==> src/rtl/ysyx_22050710_lsu_pkg.sv <==
// Shared types and helpers for the load/store stage: MemOP codes, access size,
// FSM states and the size-to-byte-lane mask.
package ysyx_22050710_lsu_pkg;

  localparam logic [2:0] MEMOP_B  = 3'b000;
  localparam logic [2:0] MEMOP_BU = 3'b001;
  localparam logic [2:0] MEMOP_H  = 3'b010;
  localparam logic [2:0] MEMOP_HU = 3'b011;
  localparam logic [2:0] MEMOP_W  = 3'b100;
  localparam logic [2:0] MEMOP_WU = 3'b101;
  localparam logic [2:0] MEMOP_D  = 3'b110;

  typedef enum logic [1:0] {
    SZ_B,
    SZ_H,
    SZ_W,
    SZ_D
  } size_e;

  typedef enum logic [1:0] {
    ST_IDLE,
    ST_REQ,
    ST_RESP,
    ST_DONE
  } state_e;

  // Signed and unsigned variants share a size; extension happens downstream.
  function automatic size_e memop_size(input logic [2:0] op);
    case (op)
      MEMOP_B, MEMOP_BU: return SZ_B;
      MEMOP_H, MEMOP_HU: return SZ_H;
      MEMOP_W, MEMOP_WU: return SZ_W;
      MEMOP_D:           return SZ_D;
      default:           return SZ_D;
    endcase
  endfunction

  function automatic logic [7:0] size_mask(input size_e sz);
    case (sz)
      SZ_B:    return 8'h01;
      SZ_H:    return 8'h03;
      SZ_W:    return 8'h0F;
      default: return 8'hFF;
    endcase
  endfunction

endpackage

==> src/rtl/ysyx_22050710_lsu_align.sv <==
// Byte-lane alignment: store data/mask placement, misalignment check and
// right-alignment of load data within one 8-byte word.
module ysyx_22050710_lsu_align
  import ysyx_22050710_lsu_pkg::*;
#(
  parameter int XLEN = 64
) (
  input  logic [2:0]      i_off,
  input  size_e           i_size,
  input  logic [XLEN-1:0] i_wdata,
  input  logic [XLEN-1:0] i_rdata,
  output logic [XLEN-1:0] o_wdata,
  output logic [7:0]      o_wmask,
  output logic            o_misaligned,
  output logic [XLEN-1:0] o_rdata
);

  logic [7:0]      lane;
  logic [XLEN-1:0] rshift;

  // NOTE: every output gets a default before any branch so no latch is inferred.
  always_comb begin
    lane         = size_mask(i_size);
    o_wmask      = lane << i_off;
    o_wdata      = i_wdata << {i_off, 3'b000};
    rshift       = i_rdata >> {i_off, 3'b000};
    o_rdata      = '0;
    o_misaligned = 1'b0;
    for (int i = 0; i < XLEN / 8; i++) begin
      o_rdata[8*i +: 8] = rshift[8*i +: 8] & {8{lane[i]}};
    end
    case (i_size)
      SZ_H:    o_misaligned = i_off[0];
      SZ_W:    o_misaligned = |i_off[1:0];
      SZ_D:    o_misaligned = |i_off;
      default: o_misaligned = 1'b0;
    endcase
  end

endmodule

==> src/rtl/ysyx_22050710_lsu.sv <==
// Multi-cycle load/store stage: one memory access per request over a
// valid/ready interface, with misalignment and response-timeout errors.
module ysyx_22050710_lsu
  import ysyx_22050710_lsu_pkg::*;
#(
  parameter int XLEN        = 64,
  parameter int TIMEOUT_CYC = 1023
) (
  input  logic            i_clk,
  input  logic            i_rst,
  input  logic            i_valid,
  output logic            o_ready,
  input  logic [XLEN-1:0] i_addr,
  input  logic [XLEN-1:0] i_wdata,
  input  logic [2:0]      i_MemOP,
  input  logic            i_MemRd,
  input  logic            i_MemWr,
  output logic            o_valid,
  input  logic            i_ready,
  output logic [XLEN-1:0] o_rdata,
  output logic [XLEN-1:0] o_addr,
  output logic            o_err,
  output logic            o_mem_req_valid,
  input  logic            i_mem_req_ready,
  output logic [XLEN-1:0] o_mem_addr,
  output logic            o_mem_wen,
  output logic [XLEN-1:0] o_mem_wdata,
  output logic [7:0]      o_mem_wmask,
  input  logic            i_mem_rsp_valid,
  input  logic [XLEN-1:0] i_mem_rdata
);

  localparam int CNT_W = (TIMEOUT_CYC > 1) ? $clog2(TIMEOUT_CYC) : 1;
  localparam logic [CNT_W-1:0] CNT_LAST = CNT_W'(TIMEOUT_CYC - 1);

  state_e            state_q, state_d;
  logic [XLEN-1:0]   addr_q, addr_d;
  logic [XLEN-1:0]   wdata_q, wdata_d;
  logic [XLEN-1:0]   rdata_q, rdata_d;
  logic [7:0]        wmask_q, wmask_d;
  size_e             size_q, size_d;
  logic              wen_q, wen_d;
  logic              err_q, err_d;
  logic [CNT_W-1:0]  cnt_q, cnt_d;

  logic [2:0]        al_off;
  size_e             al_size;
  logic [XLEN-1:0]   al_wdata;
  logic [XLEN-1:0]   al_rdata;
  logic [7:0]        al_wmask;
  logic              al_misaligned;

  // In IDLE the aligner sees the incoming request; afterwards the captured one.
  always_comb begin
    al_off  = addr_q[2:0];
    al_size = size_q;
    if (state_q == ST_IDLE) begin
      al_off  = i_addr[2:0];
      al_size = memop_size(i_MemOP);
    end
  end

  ysyx_22050710_lsu_align #(.XLEN(XLEN)) u_align (
    .i_off        (al_off),
    .i_size       (al_size),
    .i_wdata      (i_wdata),
    .i_rdata      (i_mem_rdata),
    .o_wdata      (al_wdata),
    .o_wmask      (al_wmask),
    .o_misaligned (al_misaligned),
    .o_rdata      (al_rdata)
  );

  always_comb begin
    state_d = state_q;
    addr_d  = addr_q;
    wdata_d = wdata_q;
    rdata_d = rdata_q;
    wmask_d = wmask_q;
    size_d  = size_q;
    wen_d   = wen_q;
    err_d   = err_q;
    cnt_d   = cnt_q;
    case (state_q)
      ST_IDLE: begin
        if (i_valid) begin
          addr_d  = i_addr;
          size_d  = memop_size(i_MemOP);
          wen_d   = i_MemWr;
          wdata_d = al_wdata;
          wmask_d = i_MemWr ? al_wmask : 8'h00;
          rdata_d = '0;
          err_d   = 1'b0;
          cnt_d   = '0;
          if (!i_MemRd && !i_MemWr) begin
            state_d = ST_DONE;
          end else if (al_misaligned) begin
            err_d   = 1'b1;
            state_d = ST_DONE;
          end else begin
            state_d = ST_REQ;
          end
        end
      end
      ST_REQ: begin
        if (i_mem_req_ready) begin
          cnt_d   = '0;
          state_d = ST_RESP;
        end
      end
      ST_RESP: begin
        cnt_d = cnt_q + CNT_W'(1);
        // A response arriving on the timeout cycle still completes normally.
        if (i_mem_rsp_valid) begin
          rdata_d = wen_q ? '0 : al_rdata;
          err_d   = 1'b0;
          state_d = ST_DONE;
        end else if (cnt_q == CNT_LAST) begin
          rdata_d = '0;
          err_d   = 1'b1;
          state_d = ST_DONE;
        end
      end
      ST_DONE: begin
        if (i_ready) begin
          state_d = ST_IDLE;
        end
      end
      default: state_d = ST_IDLE;
    endcase
  end

  // NOTE: sequential state uses non-blocking assignments so all flops update together.
  always_ff @(posedge i_clk) begin
    if (i_rst) begin
      state_q <= ST_IDLE;
      addr_q  <= '0;
      wdata_q <= '0;
      rdata_q <= '0;
      wmask_q <= '0;
      size_q  <= SZ_B;
      wen_q   <= 1'b0;
      err_q   <= 1'b0;
      cnt_q   <= '0;
    end else begin
      state_q <= state_d;
      addr_q  <= addr_d;
      wdata_q <= wdata_d;
      rdata_q <= rdata_d;
      wmask_q <= wmask_d;
      size_q  <= size_d;
      wen_q   <= wen_d;
      err_q   <= err_d;
      cnt_q   <= cnt_d;
    end
  end

  assign o_ready         = (state_q == ST_IDLE);
  assign o_valid         = (state_q == ST_DONE);
  assign o_mem_req_valid = (state_q == ST_REQ);
  assign o_rdata         = rdata_q;
  assign o_addr          = addr_q;
  assign o_err           = err_q;
  assign o_mem_addr      = {addr_q[XLEN-1:3], 3'b000};
  assign o_mem_wen       = wen_q;
  assign o_mem_wdata     = wdata_q;
  assign o_mem_wmask     = wmask_q;

endmodule

==> config.mk <==
export PLATFORM = sky130hd
export DESIGN_NAME = ysyx_22050710_lsu
export DESIGN_NICKNAME = d
export VERILOG_FILES = /design/src/rtl/ysyx_22050710_lsu_pkg.sv /design/src/rtl/ysyx_22050710_lsu_align.sv /design/src/rtl/ysyx_22050710_lsu.sv
export SDC_FILE = /design/constraint.sdc
export NUM_CORES = 1
export LEC_CHECK = 0
export ABC_AREA = 1
export CAP_MARGIN = 20
export CORE_AREA = 3 3 183 185
export CTS_BUF_LIST = sky130_fd_sc_hd__clkbuf_4 sky130_fd_sc_hd__clkbuf_8
export DETAILED_ROUTE_END_ITERATION = 10
export DIE_AREA = 0 0 186 188
export GPL_TIMING_DRIVEN = 0
export PLACE_DENSITY = 0.71
export SYNTH_ARGS = -nofsm -noshare
export SYNTH_HDL_FRONTEND = slang
export SYNTH_SLANG_ARGS = --single-unit
==> constraint.sdc <==
create_clock -name i_clk -period 2.1 [get_ports i_clk]
set_input_delay 0.525 -clock i_clk [delete_from_list [all_inputs] [get_ports i_clk]]
set_output_delay 0.525 -clock i_clk [all_outputs]
set_load 0.05 [all_outputs]
Word level (Yosys, flattened, before mapping)
Cells that the tools add are included.
{"block": "classes", "shift": 3, "eq_ne": 16, "n_reduce_logical": 17, "add_sub_neg": 1, "bitwise_logic": 8, "muxes": 28}
{"cell": "64-bit two-way mux", "n": 4}
{"cell": "64-bit one-hot mux with 2 select lines", "n": 1}
{"cell": "8-bit bitwise AND", "n": 8}
{"cell": "64-bit by 6-bit left shift with 64-bit output", "n": 1}
{"cell": "64-bit by 6-bit right shift with 64-bit output", "n": 1}
{"cell": "10-bit one-hot mux with 3 select lines", "n": 1}
{"cell": "8-bit one-hot mux with 3 select lines", "n": 1}
{"cell": "10-bit two-way mux", "n": 2}
{"cell": "2-bit two-way mux", "n": 8}
{"cell": "10-bit by 1-bit adder with 10-bit output (second input constant)", "n": 1}
{"cell": "10-bit == test (second input constant)", "n": 1}
{"cell": "2-bit == test (second input constant)", "n": 4}
{"cell": "8-bit two-way mux", "n": 1}
{"cell": "2-bit one-hot mux with 4 select lines", "n": 1}
{"cell": "2-bit OR reduction", "n": 4}
{"cell": "8-bit by 3-bit left shift with 8-bit output", "n": 1}
{"cell": "3-bit by 2-bit == test with 1-bit output (second input constant)", "n": 2}
{"cell": "3-bit == test (second input constant)", "n": 2}
{"cell": "2-bit one-hot mux with 3 select lines", "n": 1}
{"cell": "3-bit AND reduction", "n": 2}
{"cell": "1-bit two-way mux", "n": 5}
{"cell": "2-bit by 1-bit == test with 1-bit output (second input constant)", "n": 2}
{"cell": "2-bit zero test", "n": 2}
{"cell": "2-bit by 1-bit != test with 1-bit output (second input constant)", "n": 2}
{"cell": "other kinds (14)", "n": 15}
{"block": "totals", "elab_cells": 82, "input_bits": 203, "ff_bits": 216, "out_inout_bits": 269}

Depth between registers and ports, before layout
Gate-level depths: netlist of the first run.
{"block": "depth", "ltp_word": 10, "ltp_mapped": 15, "ltp_nobuf": 13}

Hierarchy
From an unflattened synthesis of the first run, not the netlist that was laid out.
{"block": "unflattened", "cells_unflattened": 2258, "hier_area_um2": 13305.3}
{"mod": "ysyx_22050710_lsu", "seq_area_each_um2": 4324.1, "area_each_um2": 9161.3, "cells_each": 1332, "instances": 1}
{"mod": "ysyx_22050710_lsu_align", "seq_area_each_um2": 0.0, "area_each_um2": 4144.0, "cells_each": 926, "instances": 1}

Worst setup path after synthesis of the first run
OpenSTA, ideal clock, no wires.
{"block": "synth_timing", "path_type": "register to register", "start": "register state_q[0]", "end": "register wdata_q[58] (netlist: o_mem_wdata[58])", "setup_ps": 110, "slack_ps": -68, "n_path_buf": 3, "arrival_time_ps": 2058, "stages_incl_launch_ff": 14, "t_required_ps": 1990, "synth_period_minus_slack_ps": 2168, "path_cell_list": "dfxtp_1 > inv_1 > ha_1 > buf_6 > inv_4 > nand2_1 > nand2_2 > buf_4 > buf_4 > or2_1 > nand3_1 > nand3_1 > nand2_1 > inv_1"}
{"block": "synth_between", "elab_chain_cells": 3, "elab_cells_between_ends": 4, "classes_between": "shift (1); mux (1); reduce/logical (2)"}
{"item": "from (decl)", "line_no": "ysyx_22050710_lsu.sv:36", "source": "state_e state_q, state_d;"}
{"item": "from (signal assigned)", "line_no": "ysyx_22050710_lsu.sv:146", "source": "state_q <= state_d;"}
{"item": "2-bit zero test (*)"}
{"item": "net o_ready", "line_no": "ysyx_22050710_lsu.sv:12", "source": "output logic o_ready,"}
{"item": "3-bit two-way mux", "line_no": "ysyx_22050710_lsu.sv:57", "source": "if (state_q == ST_IDLE) begin"}
{"item": "64-bit by 6-bit left shift with 64-bit output", "line_no": "ysyx_22050710_lsu_align.sv:25", "source": "o_wdata = i_wdata << {i_off, 3'b000};"}
{"item": "to (signal assigned)", "line_no": "ysyx_22050710_lsu.sv:148", "source": "wdata_q <= wdata_d;"}
{"item": "to (decl)", "line_no": "ysyx_22050710_lsu.sv:38", "source": "logic [XLEN-1:0] wdata_q, wdata_d;"}
The timed path passes the listed nets; every way through them passes the cells marked *.
A chain may end at the register's enable or synchronous reset.

Final worst setup path of the first run
{"block": "layout_timing", "start": "register state_q[0]", "end": "register wdata_q[28] (netlist: o_mem_wdata[28])"}
{"block": "layout_between", "elab_chain_cells": 3, "elab_cells_between_ends": 4, "classes_between": "shift (1); mux (1); reduce/logical (2)"}
{"item": "2-bit zero test (*)", "line_no": "ysyx_22050710_lsu.sv:57, ysyx_22050710_lsu.sv:84"}
{"item": "3-bit two-way mux", "line_no": "ysyx_22050710_lsu.sv:57"}
{"item": "64-bit by 6-bit left shift with 64-bit output", "line_no": "ysyx_22050710_lsu_align.sv:25"}
Every way passes the cells marked *; elsewhere a longest branch is shown, timed or not.

==> flow_summary.yaml, run 1 <==
finish:
  design_area_mm2: 0.0186
  drive_gt1_share_pct: 13.5
  layoutNonFillerInstCount: 2876
  nFillCells: 3248
  finish.utilization_pct: 57.8
  area_growth_pct: 52.3
  layout.nets: 2653
status:
  status: "complete, but fails checks"
  violations: "negative setup slack"
min_path:
  hold_start: "o_mem_wdata[8]"
  hold_path_class: "reg2reg"
global_route:
  grt_pass1_vias: 15000
  antenna_found_initial: 1
  grt-ovfl-total: 0
  grt_max_degree: 11
  grt_pass1_wl_mm: 94.5
  grtUsageTotal_pct: 36.1
die:
  start_util_pct: 37.9
  io_pins: 472
  die_width_um: 186
  core.rowCount: 66
  dieArea_mm2: 0.0350
  die_height_um: 188
  coreArea_mm2: 0.0322
critical_path:
  critPathRequiredTime_ps: 2570
  critPathKind: "reg2reg"
  cp_max_fo: 10
  end_kind: "flop"
  r2r-start: "state_q[0]"
  start_kind: "flop"
  worstPathArrival_ps: 2580
  crit_start: "state_q[0]"
placed_design:
  place_congestion: 0.981
  io_buffers: 466
  placed_area_mm2: 0.0174
  dp.cells: 2800
  dp_hpwl_mm: 52.4
yosys:
  synth_seq_area_share_pct: 35.4
  synth_xor_area_share_pct: 0
  synthesis.area_mm2: 0.0122
  synth_top_area_share_pct: 35.4
  synth_top_area_cell: "dfxtp_1"
  synth_mux_area_share_pct: 0
  synth-seq-cells: 216
  synth_edf_count: 0
  yosys_warnings: 0
  synth_top_family_by_area: "simple AND/OR/NAND/NOR gates"
  synth-adder-area-share_pct: 0.717
  synth_compound_area_share_pct: 15.3
  synth_ff_type: "dfxtp_1"
  synth_most_common_cell: "nand2_1"
  yosys.area_share.simple_pct: 34.5
  synthCells: 1924
  yosysUniqueCellTypes: 34
  avgSynthCellArea_um2: 6.35
  synthTopCellsByArea: "dfxtp_1 (35%), nand2_1 (15%), nand3_1 (11%), nor2_1 (6.9%), o21ai_0 (5.8%)"
  async_flop_share_pct: 0
  synthTopCellsByCount: "nand2_1 (494), nand3_1 (266), nor2_1 (225)"
timing:
  final.min_clock_period_ps: 2110
  tightest_slew_ps: 857
  hold_viol: 0
  finalCritPeriodShare_pct: 100
  slew_headroom_pct: 42.9
  rsz0062_at_grt: "yes"
  setup_slack_ps: -7.68
  fmax_mhz: 474
  setup_viol: 1
  finClkSkew_ps: 32.4
  slew_violations: 0
  hold_ws_ps: 462
clock_network:
  holdBufCountCts: 0
  clk_latency_ps: 560
  htreeDepth: 2
  clock_path_buffers: 3
  cts-root-buf: "clkbuf_8"
  clk_pin_slew_ps: 60
  cts_tree: "yes"
  clock-sinks: 216
  cts_buffers: 39
power_and_ir_drop:
  p_sw_mw: 15.6
  p_leak_nw: 8.98
  clock_power_share_pct: 14.4
  power.internal_mw: 12.8
  switching_share_pct: 55.0
  fin_total_pwr_mw: 28.3
  irDropWorstVdd_v: 0.000846
  seqPwrFrac_pct: 19.4
  powerDensity_mw_per_mm2: 1520
  pwr-share-comb_pct: 66.2
routing:
  first_iter_violations: 1601
  drc: 0
  via_count: 15500
  wirelength_mm: 66.3
  dr.pass1.iters: 8
  ant_nets: 0
  post_drt_via_cell_ratio: 5.40
  wl_per_cell_um: 23.0
job:
  cap_violations: 0
==> final timing paths <==
kind | to | slack [ps] | cells past startpoint
setup reg to reg | o_mem_wdata[28] | -8 | 11
hold reg to reg | o_mem_wdata[8] | 460 | 2
hold / removal | o_mem_wdata[8] | 460 | 2
setup / recovery | o_mem_wdata[28] | -8 | 11
==> placed cells by master (no fill, tap or decap), types with 4 or more instances in the layout <==
cell type,n
clkbuf_8,49
clkbuf_1,32
buf_12,6
o22ai_2,7
o21ai_0,137
buf_6,24
inv_2,4
nand2_2,13
nand3_2,9
clkbuf_2,17
nor2_1,223
clkdlybuf4s15_2,26
a22oi_1,8
ha_1,4
o211ai_1,46
a21oi_1,117
dfxtp_1,214
clkbuf_4,20
clkinv_2,7
inv_1,141
nand2_8,4
buf_4,95
clkdlybuf4s15_1,19
o21ai_1,22
buf_8,8
nand2_4,4
dlygate4sd2_1,215
nand2_1,482
buf_1,4
nand3_1,257
clkdlybuf4s50_1,200
buf_2,15
==> flip-flops by register name, indices dropped and copies added (netlist names) <==
signal and count:
o_addr 64, o_mem_wdata 64, o_rdata 64, cnt_q 10, o_mem_wmask 8, size_q 2
state_q 2, o_err 1, o_mem_wen 1
==> stage by stage <==
stage               setup WS (ps)  TNS, ps
finish                      -7.68    -7.68
global route                -51.4     -468
CTS                         -65.1     -155
detailed placement           -970   -98760
global placement             -929   -93630
floorplan                    89.5        0
==> kinds of logic after synthesis <==
group	after synthesis
adder cells (fa/ha/maj)	7
AND/OR/NAND/NOR	1009
other	1
buffers and inverters	347
flip-flops	216
AO/OA/AOI/OAI	344
==> per-layer routing <==
metal | GRT usage [%] | vias to the layer above | part of all wire [%]
met4 | 15.7 | 0 | 5.2
li1 | - | 7233 | -
met1 | 43.4 | 7193 | 38
met3 | 9.04 | 181 | 10
met2 | 61.0 | 924 | 47
met5 | 0 | - | 0
==> power by group through the flow <==
stage	Clock, mW	Sequential (mW)	Combinational [mW]
2_1_floorplan	0	7.93	8.71
3_3_place_gp	0	5.56	17.5
3_5_place_dp	0	5.57	17.6
4_1_cts	4.14	5.48	17.7
5_1_grt	4.32	5.57	19.7
6_report	4.08	5.49	18.7
==> worst max-delay path, stage by stage, from the launching register on <==
cell,delay (ps)
dfxtp_2,360
inv_2,70
ha_4,170
buf_12,140
nand2_8,120
nand2_8,90
buf_12,160
buf_6,150
o211ai_1,360
buf_4,180
nand3_1,90
a21oi_1,130
==> area by class of cell <==
| class | instances | area (um^2) | area share, % |
|---|---|---|---|
| multi-input cells | 1364 | 6440 | 34.6 |
| repair buffers | 475 | 4470 | 24.0 |
| flip-flops and latches | 216 | 4330 | 23.3 |
| plain buffers | 198 | 1510 | 8.12 |
| clock buffers | 57 | 734 | 3.95 |
| inverters | 149 | 571 | 3.07 |
| well taps | 408 | 510 | 2.74 |
| clock inverters | 8 | 48.8 | 0.262 |
| diodes | 1 | 2.50 | 0.0134 |
==> what timing repair did <==
| item | 4_1_cts | 5_1_grt |
|---|---|---|
| setup endpoints to repair | 442 | 170 |
| gates cloned | 1 | 1 |
| setup buffers | 1 | 7 |
| gates resized for setup | 448 | 109 |
| pin swaps | 2 | 15 |
Note: power is estimated with default switching activity, not from simulation.
==> run 2, diff against run 1 <==
--- a/config.mk
+++ b/config.mk
@@ -12,7 +12,7 @@
 export DETAILED_ROUTE_END_ITERATION = 10
 export DIE_AREA = 0 0 186 188
 export GPL_TIMING_DRIVEN = 0
-export PLACE_DENSITY = 0.71
+export PLACE_DENSITY = 0.69
 export SYNTH_ARGS = -nofsm -noshare
 export SYNTH_HDL_FRONTEND = slang
 export SYNTH_SLANG_ARGS = --single-unit
==> constraint.sdc (replaced) <==
create_clock -name i_clk -period 2.29 [get_ports i_clk]
set_input_delay 0.5725 -clock i_clk [delete_from_list [all_inputs] [get_ports i_clk]]
set_output_delay 0.5725 -clock i_clk [all_outputs]
set_load 0.05 [all_outputs]
==> flow_summary.yaml, run 2 (synthesized netlist as in run 1, its figures left out) <==
die:
  die_width_um: 186
  die_height_um: 188
  io_pins: 472
  coreArea_mm2: 0.0322
  dieArea_mm2: 0.0350
  core.rowCount: 66
  start_util_pct: 37.9
critical_path:
  worstPathArrival_ps: 1700
  start_kind: "flop"
  r2r_slack_ps: 90
  critPathRequiredTime_ps: 1720
  ff2ff_path_depth: 14
  cp_max_fo: 3
  r2r-start: "state_q[0]"
  critPathKind: "reg2out"
  regToRegEndpoint: "o_rdata[12]"
  end_kind: "primary output"
routing:
  ant_nets: 0
  via_count: 15500
  post_drt_via_cell_ratio: 5.38
  dr.pass1.iters: 5
  wl_per_cell_um: 22.7
  wirelength_mm: 65.4
  first_iter_violations: 1386
  drc: 0
power_and_ir_drop:
  powerDensity_mw_per_mm2: 1400
  power.internal_mw: 11.5
  irDropWorstVdd_v: 0.000730
  seqPwrFrac_pct: 19.8
  switching_share_pct: 54.9
  p_sw_mw: 14.0
  clock_power_share_pct: 16.6
  pwr-share-comb_pct: 63.6
  p_leak_nw: 9.07
timing:
  fmax_mhz: 440
  slew_violations: 0
  final.min_clock_period_ps: 2270
  tightest_slew_ps: 1010
  finalCritPeriodShare_pct: 99.3
  rsz0062_at_grt: "yes"
  hold_viol: 0
  setup_viol: 0
  finClkSkew_ps: 24.0
  fin_setup_tns_ps: 0
  slew_headroom_pct: 33.0
placed_design:
  io_buffers: 466
  dp.cells: 2800
  dp_hpwl_mm: 52.1
  place_congestion: 0.979
global_route:
  grt_use_met2_pct: 58.5
  top_usage_layer: "met2"
  grtUsageTotal_pct: 35.7
  grt_pass1_wl_mm: 93.7
  antenna_found_initial: 4
  grt_pass1_vias: 15100
  grt-ovfl-total: 0
  grt_use_met3_pct: 7.99
  use_met1_pct: 42.7
  grt_max_degree: 20
clock_network:
  clock-sinks: 216
  cts_tree: "yes"
  clk_pin_slew_ps: 60
  clk_latency_ps: 570
  cts_buffers: 40
  cts-root-buf: "clkbuf_8"
  holdBufCountCts: 0
  clock_path_buffers: 3
  htreeDepth: 2
min_path:
  hold_start: "o_mem_wdata[9]"
  hold_path_end: "o_mem_wdata[9]"
  hold_path_class: "reg2reg"
  hold_depth: 2
finish:
  final_cell_mix: "nand2_1 (487), nand3_1 (263), dlygate4sd2_1 (256)"
  drive_gt1_share_pct: 11.3
  layoutNonFillerInstCount: 2880
  multiInputGateArea_mm2: 0.00627
  final_common_cell: "nand2_1"
  nFillCells: 3313
  regArea_mm2: 0.00433
  area_growth_pct: 49.7
  layout.nets: 2647
status:
  status: "finished, final reports clean"
job:
  cap_violations: 0
[run 2: per-layer routing]
metal,part of all wire (%),wire [um]
met1,38,25000
met2,46,30200
met3,9.3,6080
met4,6.3,4130
met5,0,0
[run 2: layout make-up]
cell class,count,area share [%]
multi-input combinational,1363,34.3
timing repair buffer,470,24.0
sequential,216,23.7
buffer,197,7.10
clock buffer,67,4.70
inverter,149,3.09
tap,408,2.79
clock inverter,7,0.383
antenna,3,0.0411
[run 2: repair_timing]
action | CTS | global route
endpoints found under the setup margin | 406 | 136
pin swaps | 0 | 3
gates resized for setup | 309 | 69
hold endpoints to repair | 0 | 0
buffers inserted | 0 | 4
[run 2: worst max-delay path by stage]
stage / startpoint / endpoint / slack (ps) / cells past startpoint
4_1_cts: o_rdata[53] / o_rdata[53] / 0.2 / 1
6_report: o_addr[40] / o_mem_addr[40] / 20 / 2
5_1_grt: state_q[1] / o_rdata[5] / -40 / 15
2_1_floorplan: state_q[0] / o_mem_wdata[58] / 120 / 13
3_3_place_gp: i_valid / o_mem_wdata[30] / -660 / 6
3_5_place_dp: i_valid / o_mem_wdata[27] / -700 / 6
[run 2: power by group through the flow]
stage	clock, mW	combinational (mW)	sequential (mW)
after detailed placement	0	16.1	5.14
after CTS	4.28	15.6	5.05
after floorplan	0	7.99	7.28
after global placement	0	16.0	5.13
after global routing	4.46	17.2	5.13
final	4.24	16.3	5.06
[run 2: through the flow]
stage	area [um^2]	setup slack, ps	total power, mW	hold WS [ps]	utilization, %
detailed placement	17400	-702	21.2	455	54.0
finish	18300	15.8	25.6	463	56.8
floorplan	12200	122	15.3	431	-
global placement	17400	-661	21.2	444	54.0
CTS	18100	0.221	25.0	462	56.2
global route	18300	-35.1	26.8	484	56.8
[run 2: worst max-delay path, cell delays in order (launching register included)]
cell	delay [ps]
dfxtp_1	380
buf_4	120
dlygate4sd2_1	640
==> run 3, diff against run 2 <==
--- a/config.mk
+++ b/config.mk
@@ -7,12 +7,12 @@
 export LEC_CHECK = 0
 export ABC_AREA = 1
 export CAP_MARGIN = 20
-export CORE_AREA = 3 3 183 185
+export CORE_AREA = 8 8 177 179
 export CTS_BUF_LIST = sky130_fd_sc_hd__clkbuf_4 sky130_fd_sc_hd__clkbuf_8
 export DETAILED_ROUTE_END_ITERATION = 10
-export DIE_AREA = 0 0 186 188
+export DIE_AREA = 0 0 185 187
 export GPL_TIMING_DRIVEN = 0
-export PLACE_DENSITY = 0.69
+export PLACE_DENSITY = 0.77
 export SYNTH_ARGS = -nofsm -noshare
 export SYNTH_HDL_FRONTEND = slang
 export SYNTH_SLANG_ARGS = --single-unit
==> flow_summary.yaml, run 3 (synthesized netlist as in run 1, its figures left out) <==
routing:
  drc: 0
  ant_nets: 0
  first_iter_violations: 1584
  post_drt_via_cell_ratio: 5.53
  dr.pass1.iters: 6
  wl_per_cell_um: 23.4
  wirelength_mm: 66.5
  via_count: 15700
timing:
  fmax_mhz: 437
  finClkSkew_ps: 44.7
  slew_violations: 0
  setup_slack_ps: 2.36
  slew_headroom_pct: 27.6
  finalCritPeriodShare_pct: 99.9
  setup_viol: 0
  fin_setup_tns_ps: 0
  hold_viol: 0
  tightest_slew_ps: 1090
  final.min_clock_period_ps: 2290
clock_network:
  cts_buffers: 39
  clk_latency_ps: 580
  holdBufCountCts: 0
  clock-sinks: 216
  htreeDepth: 2
  cts_tree: "yes"
  clk_pin_slew_ps: 60
  cts-root-buf: "clkbuf_8"
  clock_path_buffers: 3
global_route:
  grtUsageTotal_pct: 36.6
  grt_max_degree: 11
  grt_pass1_vias: 15500
  grt-ovfl-total: 0
  grt_pass1_wl_mm: 96.3
  antenna_found_initial: 4
die:
  die_height_um: 187
  core.rowCount: 62
  start_util_pct: 43.0
  io_pins: 472
  die_width_um: 185
  coreArea_mm2: 0.0284
  dieArea_mm2: 0.0346
placed_design:
  pre_cts_slack_ps: -712
  dp_hpwl_mm: 52.9
  io_buffers: 466
  place_congestion: 1.02
  placed_area_mm2: 0.0174
  dp.cells: 2776
critical_path:
  crit_slowest_cell: "clkdlybuf4s50_1"
  end_kind: "primary output"
  ff2ff_path_depth: 13
  path_cells: "clkdlybuf4s50_1"
  r2r-start: "state_q[1]"
  cp_max_fo: 2
  critPathRequiredTime_ps: 1720
  crit_family: "buffers and inverters"
  critPathKind: "reg2out"
  slowest_delay_ps: 820
  crit_start: "o_rdata[27]"
  path_buf_inv: 1
  worstPathArrival_ps: 1720
  start_kind: "flop"
  cp.depth: 1
power_and_ir_drop:
  powerDensity_mw_per_mm2: 1390
  p_leak_nw: 9.34
  irDropWorstVdd_v: 0.000767
min_path:
  hold_start: "o_rdata[15]"
  hold_path_class: "reg2reg"
  hold_depth: 2
finish:
  drive_gt1_share_pct: 10.7
  final_cell_mix: "nand2_1 (489), nand3_1 (264), nor2_1 (225)"
  layoutNonFillerInstCount: 2846
  area_growth_pct: 49.7
  final_common_cell: "nand2_1"
  finish.utilization_pct: 64.4
  layout.nets: 2644
  nFillCells: 2710
  design_area_mm2: 0.0183
status:
  status: "finished, final reports clean"
job:
  cap_violations: 0
-- run 3: per-stage QoR --
stage	hold slack (ps)	power, mW
2_1_floorplan	431	15.3
3_3_place_gp	444	21.0
3_5_place_dp	454	21.1
4_1_cts	463	24.7
5_1_grt	481	26.5
6_report	465	25.4
-- run 3: layout make-up --
| class | instances | area (um^2) | area share, % |
|---|---|---|---|
| Timing Repair Buffer | 467 | 4480 | 24.5 |
| Antenna cell | 5 | 12.5 | 0.0684 |
| Sequential cell | 216 | 4330 | 23.7 |
| Clock buffer | 56 | 702 | 3.84 |
| Inverter | 149 | 562 | 3.07 |
| Clock inverter | 8 | 118 | 0.643 |
| Multi-Input combinational cell | 1363 | 6290 | 34.4 |
| Tap cell | 384 | 480 | 2.63 |
| Buffer | 198 | 1300 | 7.12 |
-- run 3: per-layer routing --
layer	vias to the layer above	part of all wire (%)	routed length [um]	GRT usage [%]
met1	7301	37	24700	42.0
met2	989	45	30200	59.1
met5	-	0	0	0
met4	0	6.5	4330	22.6
met3	223	11	7300	10.7
li1	7215	-	-	-
-- run 3: worst paths after layout --
path                     end  slack (ps)
max              o_rdata[27]           2
min              o_rdata[15]         460
max reg2reg  o_mem_wdata[60]          40
min reg2reg      o_rdata[15]         460
-- run 3: what timing repair did --
item / in CTS / in global routing
setup endpoints to repair: 356 / 165
setup buffers: 0 / 0
pin swaps: 0 / 3
gates resized for setup: 261 / 102
gates cloned: 0 / 1
-- run 3: where the power goes --
group          switching [mW]  internal (mW)  total (mW)  leakage, nW
clock network            1.70           2.30        3.99        0.432
registers               0.517           4.49        5.00         1.76
logic                    11.8           4.61        16.4         7.15
